<file path="src/rtl/mem_port_arbiter.sv">
// -----------------------------------------------------------------------------
// mem_port_arbiter
//
// Round-robin arbiter and access sequencer for one shared 32-bit memory port
// used by four requesters. The winner index drives the select of an external
// 4-to-1 datapath mux, so the winner's address and write data reach memory.
// The block issues the read or write strobe, waits for the memory acknowledge
// and returns a one-cycle completion pulse to the requester. A watchdog aborts
// any access that is never acknowledged.
//
// Handshake: a requester raises req[i] (with write_req[i] giving the access
// type) and holds it until it sees done[i]. The request is consumed at the
// grant edge; later changes to req/write_req do not affect the access. done[i]
// is a single-cycle pulse; error is high in the same cycle when the watchdog
// ended the access instead of mem_ack.
//
// Parameters:
//   TIMEOUT    max ACCESS cycles without mem_ack before abort (0 = no watchdog)
//
// Ports:
//   clk        clock, rising edge
//   reset      asynchronous, active-low reset
//   req        per-requester request
//   write_req  per-requester access type (1 = write), sampled at grant
//   mem_ack    memory completion, sampled only during ACCESS
//   mux_sel    granted requester index (datapath mux select)
//   grant      one-hot grant, zero when no grant is held
//   mem_read   read strobe to memory
//   mem_write  write strobe to memory
//   done       one-cycle completion pulse per requester
//   error      one-cycle watchdog-abort flag, coincident with done
//   busy       high during ACCESS and RESP
//   dbg_state  current FSM state (IDLE=0, ACCESS=1, RESP=2)
//
// All outputs are registered; no input reaches an output combinationally.
// -----------------------------------------------------------------------------
module mem_port_arbiter #(
    parameter int TIMEOUT = 16
) (
    input  logic       clk,
    input  logic       reset,
    input  logic [3:0] req,
    input  logic [3:0] write_req,
    input  logic       mem_ack,
    output logic [1:0] mux_sel,
    output logic [3:0] grant,
    output logic       mem_read,
    output logic       mem_write,
    output logic [3:0] done,
    output logic       error,
    output logic       busy,
    output logic [1:0] dbg_state
);

    localparam int CW = (TIMEOUT > 0) ? $clog2(TIMEOUT + 1) : 1;
    localparam logic [CW-1:0] CNT_LAST = CW'((TIMEOUT > 0) ? TIMEOUT - 1 : 0);

    typedef enum logic [1:0] {
        S_IDLE   = 2'd0,
        S_ACCESS = 2'd1,
        S_RESP   = 2'd2
    } state_t;

    state_t        state_q, state_d;
    logic [1:0]    last_q, last_d;
    logic          wr_q, wr_d;
    logic [CW-1:0] cnt_q, cnt_d;

    logic [1:0]    mux_sel_d;
    logic [3:0]    grant_d;
    logic          mem_read_d, mem_write_d;
    logic [3:0]    done_d;
    logic          error_d, busy_d;

    logic [1:0]    win_idx;
    logic          timeout_hit;

    assign dbg_state = state_q;

    // Watchdog fires on the edge that ends the TIMEOUT-th ACCESS cycle.
    assign timeout_hit = (TIMEOUT != 0) && (cnt_q == CNT_LAST);

    // Round-robin search starting just after the last winner. Scanning the
    // candidates from farthest to nearest lets the nearest set request win.
    always_comb begin : pick_winner
        logic [1:0] cand;
        cand    = 2'd0;
        win_idx = 2'd0;
        for (int i = 3; i >= 0; i--) begin
            cand = last_q + 2'(i + 1);
            if (req[cand]) begin
                win_idx = cand;
            end
        end
    end

    always_comb begin
        state_d     = state_q;
        last_d      = last_q;
        wr_d        = wr_q;
        cnt_d       = cnt_q;
        mux_sel_d   = mux_sel;
        grant_d     = grant;
        mem_read_d  = mem_read;
        mem_write_d = mem_write;
        busy_d      = busy;
        done_d      = 4'b0000;
        error_d     = 1'b0;

        case (state_q)
            S_IDLE: begin
                grant_d     = 4'b0000;
                mem_read_d  = 1'b0;
                mem_write_d = 1'b0;
                busy_d      = 1'b0;
                if (|req) begin
                    state_d     = S_ACCESS;
                    last_d      = win_idx;
                    mux_sel_d   = win_idx;
                    grant_d     = 4'b0001 << win_idx;
                    wr_d        = write_req[win_idx];
                    cnt_d       = '0;
                    mem_read_d  = ~write_req[win_idx];
                    mem_write_d = write_req[win_idx];
                    busy_d      = 1'b1;
                end
            end

            S_ACCESS: begin
                // mem_ack takes priority over a simultaneous timeout.
                if (mem_ack || timeout_hit) begin
                    state_d     = S_RESP;
                    mem_read_d  = 1'b0;
                    mem_write_d = 1'b0;
                    done_d      = 4'b0001 << last_q;
                    error_d     = ~mem_ack;
                end else begin
                    cnt_d       = cnt_q + CW'(1);
                    mem_read_d  = ~wr_q;
                    mem_write_d = wr_q;
                end
            end

            S_RESP: begin
                state_d     = S_IDLE;
                grant_d     = 4'b0000;
                mem_read_d  = 1'b0;
                mem_write_d = 1'b0;
                busy_d      = 1'b0;
            end

            default: begin
                state_d     = S_IDLE;
                grant_d     = 4'b0000;
                mem_read_d  = 1'b0;
                mem_write_d = 1'b0;
                busy_d      = 1'b0;
            end
        endcase
    end

    always_ff @(posedge clk or negedge reset) begin
        if (!reset) begin
            state_q   <= S_IDLE;
            last_q    <= 2'b11;
            wr_q      <= 1'b0;
            cnt_q     <= '0;
            mux_sel   <= 2'b00;
            grant     <= 4'b0000;
            mem_read  <= 1'b0;
            mem_write <= 1'b0;
            done      <= 4'b0000;
            error     <= 1'b0;
            busy      <= 1'b0;
        end else begin
            state_q   <= state_d;
            last_q    <= last_d;
            wr_q      <= wr_d;
            cnt_q     <= cnt_d;
            mux_sel   <= mux_sel_d;
            grant     <= grant_d;
            mem_read  <= mem_read_d;
            mem_write <= mem_write_d;
            done      <= done_d;
            error     <= error_d;
            busy      <= busy_d;
        end
    end

endmodule

</file>
<file path="config.mk">
export PLATFORM = sky130hd
export DESIGN_NAME = mem_port_arbiter
export DESIGN_NICKNAME = d
export VERILOG_FILES = /design/src/rtl/mem_port_arbiter.sv
export SDC_FILE = /design/constraint.sdc
export NUM_CORES = 1
export LEC_CHECK = 0
export BUFFER_PORTS_ARGS = -buffer_cell sky130_fd_sc_hd__buf_2
export CAP_MARGIN = 20
export CORE_UTILIZATION = 47
export DETAILED_ROUTE_END_ITERATION = 10
export GPL_ROUTABILITY_DRIVEN = 0
export HOLD_SLACK_MARGIN = 0.02
export PLACE_DENSITY = 0.73
export SLEW_MARGIN = 20
export SYNTH_ARGS = -nofsm -noshare
export SYNTH_HDL_FRONTEND = slang
export SYNTH_SLANG_ARGS = --single-unit
</file>
<file path="constraint.sdc">
create_clock -name clk -period 2.15 [get_ports clk]
set_input_delay 0 -clock clk [delete_from_list [all_inputs] [get_ports clk]]
set_output_delay 0 -clock clk [all_outputs]
set_load 0.01 [all_outputs]
</file>
---- After elaboration in Yosys (flattened, before gate mapping) ----
Index checks and enable logic that the tools add are counted.
word-level totals
  bits in registers ....................... 24
  input bits .............................. 11
  output and inout bits ................... 16
cells by class
  add/sub/neg operators ................... 4
  $lt $le $gt $ge ......................... 5
  eq/ne operators ......................... 5
  shifts and indexed selects .............. 2
  multiplexer cells ....................... 34
  bitwise operators ....................... 3
  reduce and logical (&&, ||, !) cells .... 7
operators by type and width
  kind                                                  number
  < comparator 2 x 3 -> 1 bit (second input constant)   5
  two-way mux 1 bit                                     12
  two-way mux 2 bit                                     6
  two-way mux 4 bit                                     3
  binary-select mux 1 bit (select 2 bit)                5
  two-way mux 5 bit                                     2
  case mux 5 bit (2 select lines)                       1
  case mux 4 bit (2 select lines)                       1
  << shifter 1 x 2 -> 4 bit (first input constant)      2
  != test 2 bit (second input constant)                 3
  case mux 1 bit (2 select lines)                       3
  adder 5 x 1 -> 5 bit (second input constant)          1
  equality test 5 x 4 -> 1 bit (second input constant)  1
  adder 2 bit (second input constant)                   2
  case mux 2 bit (2 select lines)                       1
  AND reduction 2 bit                                   2
  OR reduction 4 bit                                    1
  inverter 1 bit                                        3
  AND reduction 3 bit                                   1
  adder 2 x 1 -> 2 bit (second input constant)          1
  equality test 2 x 1 -> 1 bit (second input constant)  1
  logical NOT 2 bit                                     1
  nonzero test 2 bit                                    1
  logical OR 1 bit                                      1

---- Longest topological paths before layout ----
  word-level depth ........................ 11
  depth in mapped cells ................... 9

---- Worst setup path before layout ----
No wires, ideal clock.
  kind .................................... register to register
  start point ............................. register last_q[0]
  end point ............................... register mem_read
  library setup time ...................... 0.126 ns
  data arrival time ....................... 2.082 ns
  required time ........................... 2.024 ns
  path slack .............................. -0.058 ns
  cell stages (with the launch flop) ...... 9
  clock period less this slack ............ 2.208 ns
  path through ............................ dfstp_2 buf_6 inv_2 ha_1 nand2_2 o2111a_2 o2bb2ai_4 mux2i_1 a221o_1
on the way
  longest elaborated chain between the ends .. 11
  elaborated cells between the ends (all ways) .. 20
ends and longest elaborated chain
  element                                                                              RTL line  source
  start: declaration                                                                   65        logic [1:0] last_q, last_d;
  start signal: assignment                                                             177       last_q <= last_d;
  adder 2 bit / binary-select mux 1 bit (select 2 bit) (equally long branches)         90, 91
  binary-select mux 1 bit (select 2 bit) / two-way mux 1 bit (equally long branches)   91        if (req[cand]) begin
  two-way mux 1 bit (not written as such) / two-way mux 2 bit (equally long branches)  91
  two-way mux 2 bit (2 in a row)                                                       91
  two-way mux 2 bit (*)                                                                91
  binary-select mux 1 bit (select 2 bit) (*)                                           123       mem_read_d = ~write_req[win_idx];
  two-way mux 1 bit (not written as such) (*)                                          123
  inverter 1 bit (*)                                                                   123
  two-way mux 1 bit (*)                                                                116       if (|req) begin
  case mux 1 bit (2 select lines) (*)                                                  110       case (state_q)
  via mem_read_d                                                                       71        logic mem_read_d, mem_write_d;
  end signal: assignment                                                               182       mem_read <= mem_read_d;
  end: declaration                                                                     47        output logic mem_read,
Mark *: on every way through the listed nets, which the timed path passes. The rest lies on a longest branch. The select of a mux whose other input is x is not followed.
A chain may end at the register's enable or synchronous reset.

---- Worst setup path after layout ----
  start point ............................. register last_q[1]
  end point ............................... register mem_read
The elaborated chain is that of the path after synthesis.

==> results.yml <==
yosys:
  yosysTopAreaCell: "dfrtp_1"
  yosysUniqueCellTypes: 32
  ys_ff_latch: 24
  synth_area_mm2: 0.001201
  netlist_top_cells_area: "dfrtp_1, ha_1, dfstp_2"
  synth_seq_area_share_pct: 50.21
  synthCells: 118
  synth_top_area_share_pct: 45.83
  syn_nets: 135
  ys_warn_count: 0
  avgSynthCellArea_um2: 10.18
global_routing:
  overflow: 0
  grt_pass1_vias: 985
  grt_max_degree: 25
  grt_use_total_pct: 21.77
  grt_pass1_wl_um: 4284
  antenna_found_initial: 0
timing:
  setup_violations: 0
  fin_tns_setup_ns: 0
  max_slew.worst_pin.slew_ns: 0.7290
  rsz0062_at_grt: "false"
  skew_ns: 0.01286
  fmax_mhz: 483.6
  holdWs_ns: 0.03039
  hold_violations: 0
  finalCritPeriodShare_pct: 96.17
  slew_violations: 0
  fin_crit_ns: 2.068
  setup_slack_ns: 0.08233
  maxSlewHeadroom_pct: 51.03
clock_network:
  root_buffer: "clkbuf_4"
  clock_latency_ns: 0.31
  tritoncts: "built"
  cts_buffers: 3
  htreeDepth: 1
  clock_path_buffers: 2
  clock_sinks: 24
  clkTransAtPathRegs_ns: 0.14
power_and_ir_drop:
  leakage_nw: 0.7362
  pwr-share-seq_pct: 37.6
  internal-power_w: 0.001107
  power_switching_w: 0.0007450
  p_comb_share_pct: 49.7
  power.density_mw_per_mm2: 1263
  power.share.switching_pct: 40.23
  ir_worst_vdd_mv: 0.8006
  clkPwrFrac_pct: 12.7
die:
  start_util_pct: 51.81
  die_area_mm2: 0.002762
  die_y_um: 52.56
  row_count: 17
  chipWidth_um: 52.56
  floorplan.io_pins: 27
  core_area_mm2: 0.002318
detailed_routing:
  vias: 1014
  antenna_left: 0
  wl_per_cell_um: 14.32
  drt-total-wl_um: 2577
  drc: 0
  drt_iter0_markers: 17
  drt_first_pass_iters: 4
  viasPerCell: 5.633
critical_path:
  crit_required_ns: 2.36
  regToRegStartpoint: "last_q[1]"
  cp_max_fo: 6
  path_class: "register to register"
  startpoint: "last_q[1]"
  worstSetupEndpointType: "register"
  critPathArrivalTime_ns: 2.28
  start_kind: "register"
layout:
  instances_no_fill: 180
  area_growth_pct: 22.08
  n_antenna_cell: 0
  drive_gt1_share_pct: 30.26
  fin_nets: 170
place:
  io_buffer_count: 26
  dp.cells: 173
  place_ws_ns: 0.007894
  dp_hpwl_um: 1867
worst_hold_path:
  min_from: "write_req[2]"
  hold_class: "input pin to register"
run_status:
  status: "complete, no violations"
job:
  cap_violations: 0
synth_stat cells (all sizes together):
master,n
a21o,3
a21oi,4
a221o,1
a22o,3
a31oi,1
and2,5
and3,1
buf,1
clkbuf,1
dfrtp,22
dfstp,2
ha,6
inv,8
mux2i,3
nand2,15
nand3b,1
nand4,2
nor2,12
nor3,3
nor3b,1
nor4,2
o2111a,1
o211ai,5
o21ai,9
o221ai,1
o2bb2ai,1
o31ai,1
or3,2
xor2,1
critical path, stage by stage (launching register included):
cell       delay (ns)
dfstp_2          0.57
inv_4            0.06
ha_4             0.30
nor2_1           0.06
a21oi_2          0.13
o221ai_2         0.13
o2bb2ai_4        0.18
mux2i_2          0.18
a221o_1          0.36
kinds of logic (layout without fill, tap and decap cells):
group	after synthesis	in the layout	synth area share [%]
AOI/OAI and AO/OA	30	30	19.17
xor gates and xnor gates	1	1	0.7293
adders and majority gates	6	6	6.250
buffers and inverters	10	44	3.750
DFF	24	24	50.21
muxes	3	3	2.500
and+or+nand+nor	44	44	17.40
per-stage QoR:
stage	util, %	cell area (um^2)	power [W]
6_report	63.25	1466	0.001852
5_1_grt	63.25	1466	0.001990
4_1_cts	62.22	1443	0.001803
3_5_place_dp	59.79	1386	0.001562
3_3_place_gp	59.79	1386	0.001516
2_1_floorplan	-	1214	0.001299
path summary, 6_finish.rpt:
check,endpoint,cells past startpoint,slack (ns)
setup / recovery,mem_read,8,0.08
hold / removal,mem_write,3,0.03
setup reg to reg,mem_read,8,0.08
hold reg to reg,mux_sel[0],1,0.50
max in group asynchronous,last_q[0],2,1.59
min in group asynchronous,cnt_q[4],2,0.18
flip-flops by register name (all words and copies together) (netlist names):
register,count
mem_write,1
last_q,2
error,1
busy,1
dbg_state,2
grant,4
done,4
mux_sel,2
wr_q,1
mem_read,1
cnt_q,5
what timing repair did:
item	CTS	global route
setup buffers	0	1
endpoints found under the setup margin	0	5
hold endpoints to repair	25	0
gates resized for setup	0	4
hold buffers	2	0
placed cells by master, fill, tap and decap left out, drive strengths merged:
master and n:
buf 30, dfrtp 22, nand2 15, nor2 12, o21ai 9, inv 8
ha 6, and2 5, o211ai 5, a21oi 4, clkbuf 4, nor3 3
a21o 3, a22o 3, mux2i 3, nor4 2, nand4 2, or3 2
dlygate4sd3 2, dfstp 2, and3 1, a31oi 1, o221ai 1, o2111a 1
o2bb2ai 1, a221o 1, nor3b 1, xor2 1, nand3b 1, o31ai 1
per-layer routing:
layer  GRT usage, %  share of wire (%)
met5              0                  0
met4          10.53               0.93
met3          4.058                5.2
met2          36.50                 50
met1          26.57                 44
power by group through the flow:
stage,combinational [W],sequential (W),clock [W]
after floorplan,0.000544,0.000756,0
after global placement,0.000824,0.000693,0
after detailed placement,0.000859,0.000703,0
after CTS,0.000862,0.000694,0.000247
after global routing,0.00102,0.000712,0.000260
final,0.000921,0.000696,0.000235
cell type report:
type | instances | area, um^2
multi-input cells | 84 | 579.3
flip-flops and latches | 24 | 603.1
clock buffers | 4 | 36.28
well taps | 28 | 35.03
inverters | 8 | 32.53
repair buffers | 32 | 180.2
fillers | 215 | 852.1
(Power assumes the default switching activity.)
